[config.mk]
export PLATFORM = sky130hd
export DESIGN_NAME = pwm_capture
export DESIGN_NICKNAME = d
export VERILOG_FILES = /design/src/rtl/pwm_capture_pkg.sv /design/src/rtl/pwm_duty_div.sv /design/src/rtl/pwm_capture.sv
export SDC_FILE = /design/constraint.sdc
export NUM_CORES = 1
export LEC_CHECK = 0
export ABC_AREA = 1
export BUFFER_PORTS_ARGS = -buffer_cell sky130_fd_sc_hd__buf_2
export CORE_MARGIN = 3
export CORE_UTILIZATION = 50
export DETAILED_ROUTE_END_ITERATION = 12
export PLACE_DENSITY = 0.67
export SLEW_MARGIN = 20
export SYNTH_ARGS = -nofsm -noshare
export SYNTH_HDL_FRONTEND = slang
export SYNTH_HIERARCHICAL = 1
export SYNTH_SLANG_ARGS = --single-unit
[constraint.sdc]
create_clock -name clk -period 7.5 [get_ports clk]
set_clock_uncertainty 0.2 [all_clocks]
set_input_delay 0.375 -clock clk [delete_from_list [all_inputs] [get_ports clk]]
set_output_delay 0.375 -clock clk [all_outputs]
set_load 0.02 [all_outputs]
[src/rtl/pwm_capture_pkg.sv]
// Shared definitions for the PWM capture block: FSM state encoding and
// the default counter/duty/synchroniser widths.
package pwm_capture_pkg;

    localparam int CNT_W_DEF       = 20;
    localparam int DUTY_W_DEF      = 4;
    localparam int SYNC_STAGES_DEF = 2;

    typedef enum logic [1:0] {
        ST_IDLE  = 2'd0,
        ST_ARM   = 2'd1,
        ST_TRACK = 2'd2,
        ST_DIV   = 2'd3
    } cap_state_e;

endpackage : pwm_capture_pkg

[src/rtl/pwm_duty_div.sv]
// Sequential restoring divider producing q = floor(num * 2^Q_FRAC / den)
// as a Q_FRAC+1 bit quotient. Valid while num < 2*den, which holds for
// high-time / period operands. Latency from start to done is Q_FRAC+1 clocks.
module pwm_duty_div
    import pwm_capture_pkg::*;
#(
    parameter int NUM_W  = CNT_W_DEF,
    parameter int Q_FRAC = DUTY_W_DEF
) (
    input  logic              clk,
    input  logic              reset,
    input  logic              start,
    input  logic [NUM_W-1:0]  num,
    input  logic [NUM_W-1:0]  den,
    output logic [Q_FRAC:0]   q,
    output logic              done
);

    localparam int STEP_W = $clog2(Q_FRAC + 2);
    localparam logic [STEP_W-1:0] STEPS    = STEP_W'(Q_FRAC + 1);
    localparam logic [STEP_W-1:0] STEP_ONE = STEP_W'(1);

    logic [NUM_W:0]   rem_r;
    logic [NUM_W-1:0] den_r;
    logic [STEP_W-1:0] step_r;
    logic             busy_r;

    logic [NUM_W+1:0] diff_s;
    logic             ge_s;
    logic [NUM_W:0]   rem_next_s;

    // Trial subtraction: the sign bit of the widened difference tells whether
    // the divisor fits into the current partial remainder.
    assign diff_s     = {1'b0, rem_r} - {2'b00, den_r};
    assign ge_s       = ~diff_s[NUM_W+1];
    assign rem_next_s = ge_s ? diff_s[NUM_W:0] : rem_r;

    // One quotient bit per clock, MSB first, remainder shifted left each step.
    always_ff @(posedge clk or negedge reset) begin
        if (!reset) begin
            rem_r  <= {(NUM_W+1){1'b0}};
            den_r  <= {NUM_W{1'b0}};
            q      <= {(Q_FRAC+1){1'b0}};
            step_r <= {STEP_W{1'b0}};
            busy_r <= 1'b0;
            done   <= 1'b0;
        end else if (start) begin
            rem_r  <= {1'b0, num};
            den_r  <= den;
            q      <= {(Q_FRAC+1){1'b0}};
            step_r <= STEPS;
            busy_r <= 1'b1;
            done   <= 1'b0;
        end else if (busy_r) begin
            rem_r  <= rem_next_s << 1'b1;
            q      <= {q[Q_FRAC-1:0], ge_s};
            step_r <= step_r - STEP_ONE;
            if (step_r == STEP_ONE) begin
                busy_r <= 1'b0;
                done   <= 1'b1;
            end else begin
                done   <= 1'b0;
            end
        end else begin
            done <= 1'b0;
        end
    end

endmodule : pwm_duty_div

[src/rtl/pwm_capture.sv]
// PWM capture: synchronises an asynchronous PWM input, measures period and
// high time in clocks, and reports a quantised duty cycle with a one-cycle
// valid pulse. Detects a stuck input and reports it as a timeout.
module pwm_capture
    import pwm_capture_pkg::*;
#(
    parameter int CNT_W       = CNT_W_DEF,
    parameter int DUTY_W      = DUTY_W_DEF,
    parameter int SYNC_STAGES = SYNC_STAGES_DEF   // must be at least 2
) (
    input  logic              clk,
    input  logic              reset,
    input  logic              pwm_in,
    output logic [DUTY_W-1:0] duty_cycle,
    output logic [CNT_W-1:0]  period,
    output logic [CNT_W-1:0]  high_time,
    output logic              valid,
    output logic              locked,
    output logic              timeout
);

    localparam logic [CNT_W-1:0]  CNT_MAX  = {CNT_W{1'b1}};
    localparam logic [CNT_W-1:0]  CNT_ONE  = {{(CNT_W-1){1'b0}}, 1'b1};
    localparam logic [CNT_W-1:0]  CNT_ZERO = {CNT_W{1'b0}};
    localparam logic [DUTY_W-1:0] DUTY_MAX = {DUTY_W{1'b1}};

    // Clamp the DUTY_W+1 bit quotient into the DUTY_W bit display code.
    function automatic logic [DUTY_W-1:0] sat_duty(input logic [DUTY_W:0] q_in);
        logic [DUTY_W-1:0] res;
        if (q_in[DUTY_W]) begin
            res = DUTY_MAX;
        end else begin
            res = q_in[DUTY_W-1:0];
        end
        return res;
    endfunction

    logic [SYNC_STAGES-1:0] sync_r;
    logic                   lvl_d_r;
    logic                   lvl_s;
    logic                   rise_s;
    logic                   fall_s;

    logic [CNT_W-1:0]       cnt_r;
    logic [CNT_W-1:0]       hi_lat_r;
    logic [CNT_W-1:0]       op_per_r;
    logic [CNT_W-1:0]       op_hi_r;

    cap_state_e             state_r;
    logic                   div_start_s;
    logic [DUTY_W:0]        div_q_s;
    logic                   div_done_s;

    assign lvl_s  = sync_r[SYNC_STAGES-1];
    assign rise_s = lvl_s & ~lvl_d_r;
    assign fall_s = ~lvl_s & lvl_d_r;

    // A rise only starts a division when a measurement is being accepted;
    // a rise arriving while the divider is busy is dropped.
    assign div_start_s = rise_s & ((state_r == ST_ARM) | (state_r == ST_TRACK));

    // Input synchroniser chain plus one delay flop for edge detection.
    always_ff @(posedge clk or negedge reset) begin
        if (!reset) begin
            sync_r  <= {SYNC_STAGES{1'b0}};
            lvl_d_r <= 1'b0;
        end else begin
            sync_r  <= {sync_r[SYNC_STAGES-2:0], pwm_in};
            lvl_d_r <= lvl_s;
        end
    end

    // Free-running edge-to-edge counter with high-time latch on the falling edge.
    always_ff @(posedge clk or negedge reset) begin
        if (!reset) begin
            cnt_r    <= CNT_ZERO;
            hi_lat_r <= CNT_ZERO;
        end else begin
            if (rise_s) begin
                cnt_r <= CNT_ONE;
            end else if (cnt_r != CNT_MAX) begin
                cnt_r <= cnt_r + CNT_ONE;
            end
            if (fall_s) begin
                hi_lat_r <= cnt_r;
            end
        end
    end

    // Duty division; operands are the period ending at this rise and the
    // high time latched at the preceding fall.
    pwm_duty_div #(
        .NUM_W  (CNT_W),
        .Q_FRAC (DUTY_W)
    ) u_div (
        .clk   (clk),
        .reset (reset),
        .start (div_start_s),
        .num   (hi_lat_r),
        .den   (cnt_r),
        .q     (div_q_s),
        .done  (div_done_s)
    );

    // Measurement FSM with registered result, status and valid outputs.
    always_ff @(posedge clk or negedge reset) begin
        if (!reset) begin
            state_r    <= ST_IDLE;
            op_per_r   <= CNT_ZERO;
            op_hi_r    <= CNT_ZERO;
            duty_cycle <= {DUTY_W{1'b0}};
            period     <= CNT_ZERO;
            high_time  <= CNT_ZERO;
            valid      <= 1'b0;
            locked     <= 1'b0;
            timeout    <= 1'b0;
        end else begin
            valid <= 1'b0;
            case (state_r)
                ST_IDLE: begin
                    // The partial period before the first rise is discarded.
                    if (rise_s) begin
                        state_r <= ST_ARM;
                    end
                end
                ST_ARM, ST_TRACK: begin
                    if (rise_s) begin
                        op_per_r <= cnt_r;
                        op_hi_r  <= hi_lat_r;
                        state_r  <= ST_DIV;
                    end else if (cnt_r == CNT_MAX) begin
                        // Stuck input: report the level it is stuck at.
                        duty_cycle <= lvl_s ? DUTY_MAX : {DUTY_W{1'b0}};
                        period     <= CNT_ZERO;
                        high_time  <= CNT_ZERO;
                        valid      <= 1'b1;
                        locked     <= 1'b0;
                        timeout    <= 1'b1;
                        state_r    <= ST_IDLE;
                    end
                end
                ST_DIV: begin
                    if (div_done_s) begin
                        duty_cycle <= sat_duty(div_q_s);
                        period     <= op_per_r;
                        high_time  <= op_hi_r;
                        valid      <= 1'b1;
                        locked     <= 1'b1;
                        timeout    <= 1'b0;
                        state_r    <= ST_TRACK;
                    end
                end
                default: begin
                    state_r <= ST_IDLE;
                end
            endcase
        end
    end

endmodule : pwm_capture
==> run_results.csv <==
group,metric,value,unit
status,status,"finished, final reports clean",
setup_path,path_cells,"inv_1 -> ha_1 -> nand2_2 -> buf_4 -> inv_2 -> buf_4 -> nor2_1 -> buf_4 -> a22oi_1 -> o21ai_1",
floorplan,num_rows,48,
logic_synthesis,syn_inst,1146,
placed_design,port_buffers,49,
timing,setup_viol,0,
timing,worstMarginPinSlew,996.3,ps
setup_path,endpoint_kind,"register",
layout,multi_input_area,0.003829,mm²
logic_synthesis,syn_nets,1176,
detailed_routing,drt_iter0_markers,610,
logic_synthesis,synth_seq_cells,183,
logic_synthesis,seq_area_frac_synth,0.5045,
floorplan,die-width,140.7,µm
setup_path,worstSetupPathType,"register to register",
detailed_routing,viasPerCell,5.262,
timing,relSlewSlack,0.3358,
setup_path,crit_fanout,82,
clock_network,cts_sinks,183,
placed_design,place.gp.congestion,0.8798,
layout,layout.area.seq,0.004579,mm²
setup_path,startpoint_type,"register",
layout,final_nets,1209,
detailed_routing,ant_nets,0,
clock_network,ctsHtreeMaxLevel,4,
floorplan,io_pins,50,
logic_synthesis,yosysTopAreaCell,"dfrtp_1",
global_route,grt_pass1_wl,36.54,mm
floorplan,initial_core_util,0.5176,
setup_path,arrival,3160,ps
clock_network,postCtsSetupBuffers,0,
clock_network,cts_root_buffer,"clkbuf_16",
setup_path,required,7590,ps
floorplan,die_area,0.01981,mm²
global_route,grt_pass1_vias,6940,
layout,drive_above_1_share,0.1008,
clock_network,path_clk_slew,70,ps
detailed_routing,wirelength,22.37,mm
layout,syn_to_final_growth,10.48,%
logic_synthesis,synth_cell_type_count,42,
timing,rsz0062_at_grt,"false",
layout,antenna_cells,0,
global_route,grt.total_usage,0.2329,
placed_design,place_hpwl,16.09,mm
logic_synthesis,yosysWarnings,6,
layout,finish.utilization,0.5718,
global_route,grt_max_degree,114,
logic_synthesis,syn-cell-area,0.009077,mm²
min_path,hp-class,"register to register",
global_route,overflow,0,
clock_network,tritoncts,"yes",
run,drv_cap,0,
clock_network,clock_latency,430,ps
timing,finalMaxSlewViolations,0,
setup_path,crit_top_cell,"buf_4",
timing,fin_setup_tns,0,ps
detailed_routing,drc,0,
timing,timing.fmax,0.3262,GHz
timing,fin_crit_sh,0.4088,
timing,finalHoldViolCount,0,
setup_path,cp_slowest_cell,"buf_4",
logic_synthesis,synth_area_per_cell,7.921,µm²
pwr,cellPowerDensity,369.5,mW/mm²
pwr,p_leak,5.078,nW
detailed_routing,via_count,7451,
floorplan,die_y,140.7,µm
floorplan,core_area,0.01754,mm²
clock_network,clock_path_buffers,2,
layout,num-fill-cells,1679,
timing,fin_crit,3066,ps
setup_path,cpPeakStageDelay,610,ps
pwr,peakVddDrop,0.0001707,V
clock_network,numCtsBuffers,17,
detailed_routing,wl_per_cell,15.80,µm
logic_synthesis,synth_top_area_share,0.5045,
detailed_routing,first_pass_iters,5,
logic_synthesis,synth.area.top_cells,"dfrtp_1, nand2_1, o21ai_0",
global_route,antenna_found_initial,0,
==> layer usage <==
layer,up-vias,global-route usage,routed length [µm],part of all wire
met5,-,0,0,0
met2,185,0.3657,10460,0.47
met4,0,0.05303,332,0.015
met1,3509,0.3395,10480,0.47
met3,25,0.04308,1092,0.049
li1,3732,-,-,-
==> cell families (layout without fill, tap and decap cells) <==
kind of cell	count (synthesis)	in the layout	share of synthesized area
xor+xnor	11	11	0.01061
buf+inv	168	213	0.07429
flops	183	183	0.5045
compound gates	193	193	0.1177
simple gates	564	564	0.2549
fa+ha+maj	27	27	0.03804
==> synthesized netlist by cell type, drive strengths merged <==
library cell,number
a21oi,22
a22oi,18
a31oi,5
a41oi,1
buf,14
clkbuf,29
clkinv,1
dfrtp,183
fa,1
ha,26
inv,124
nand2,435
nand3,52
nand3b,1
nand4,8
nor2,49
nor3,12
nor4,1
o211ai,2
o21ai,138
o21bai,1
o22ai,4
o31ai,2
or2,6
xnor2,9
xor2,2
==> worst paths after layout <==
kind | startpoint | end | slack [ps] | depth (start not counted)
setup / recovery | state_r[0] | u_div/rem_r[1] | 4430 | 10
hold / removal | sync_r[0] | sync_r[1] | 150 | 0
setup reg to reg | state_r[0] | u_div/rem_r[1] | 4430 | 10
hold reg to reg | sync_r[0] | sync_r[1] | 150 | 0
max in group asynchronous | reset | u_div/rem_r[7] | 5130 | 3
min in group asynchronous | reset | high_time[4] | 420 | 2
==> metrics by stage <==
step | total power [mW] | hold WS (ps) | setup WS (ps) | cell area (µm²) | instances
after floorplan | 2.516 | -120.6 | 5009 | 9077 | 1146
after global placement | 2.843 | 135.6 | 4608 | 9453 | 1383
after detailed placement | 2.858 | 137.1 | 4491 | 9453 | 1383
after CTS | 3.716 | 151.9 | 4457 | 10030 | 1416
after global routing | 4.005 | 171.7 | 4169 | 10030 | 1416
final | 3.706 | 150.5 | 4434 | 10030 | 1416
==> sequential cells by signal, summed over array words and instances (netlist names), 3 cells and up <==
name / flops
cnt_r: 20
duty_cycle: 4
hi_lat_r: 20
high_time: 20
op_hi_r: 20
op_per_r: 20
period: 20
u_div/den_r: 20
u_div/q: 5
u_div/rem_r: 21
u_div/step_r: 3
==> power by group <==
group          switching (mW)  internal [mW]
sequential              0.127           1.14
clock                   0.388          0.460
combinational            1.07          0.524
==> layout by cell type (no fill, tap or decap), types with 6 or more instances in the layout <==
| cell | count |
|---|---|
| o21ai_1 | 16 |
| dfrtp_1 | 183 |
| ha_1 | 26 |
| buf_2 | 48 |
| a22oi_1 | 18 |
| buf_4 | 6 |
| a21oi_1 | 20 |
| o21ai_0 | 116 |
| nand4_1 | 8 |
| nand2_1 | 426 |
| nor3_1 | 11 |
| xnor2_1 | 9 |
| nand3_1 | 48 |
| inv_1 | 119 |
| nor2_1 | 45 |
| clkbuf_16 | 17 |
| nand2_2 | 8 |
| o21ai_2 | 6 |
==> layout make-up <==
| class | count | share of cell area |
|---|---|---|
| flip-flops and latches | 183 | 0.4566 |
| multi-input cells | 795 | 0.3818 |
| inverters | 125 | 0.04679 |
| clock buffers | 19 | 0.04317 |
| repair buffers | 57 | 0.03157 |
| well taps | 225 | 0.02807 |
| clock inverters | 12 | 0.01198 |
==> repair_timing <==
action,in CTS,in global routing
gates resized for setup,0,0
hold buffers,2,0
endpoints found under the setup margin,0,0
hold endpoints to repair,113,0
==> critical path: cells and delay by family (launching register included) <==
family          cells  cell delay, ps
simple gates        2             280
buf+inv             5            1380
compound gates      2             290
flops               1             370
fa+ha+maj           1             380
Note: power is estimated with default switching activity, not from simulation.
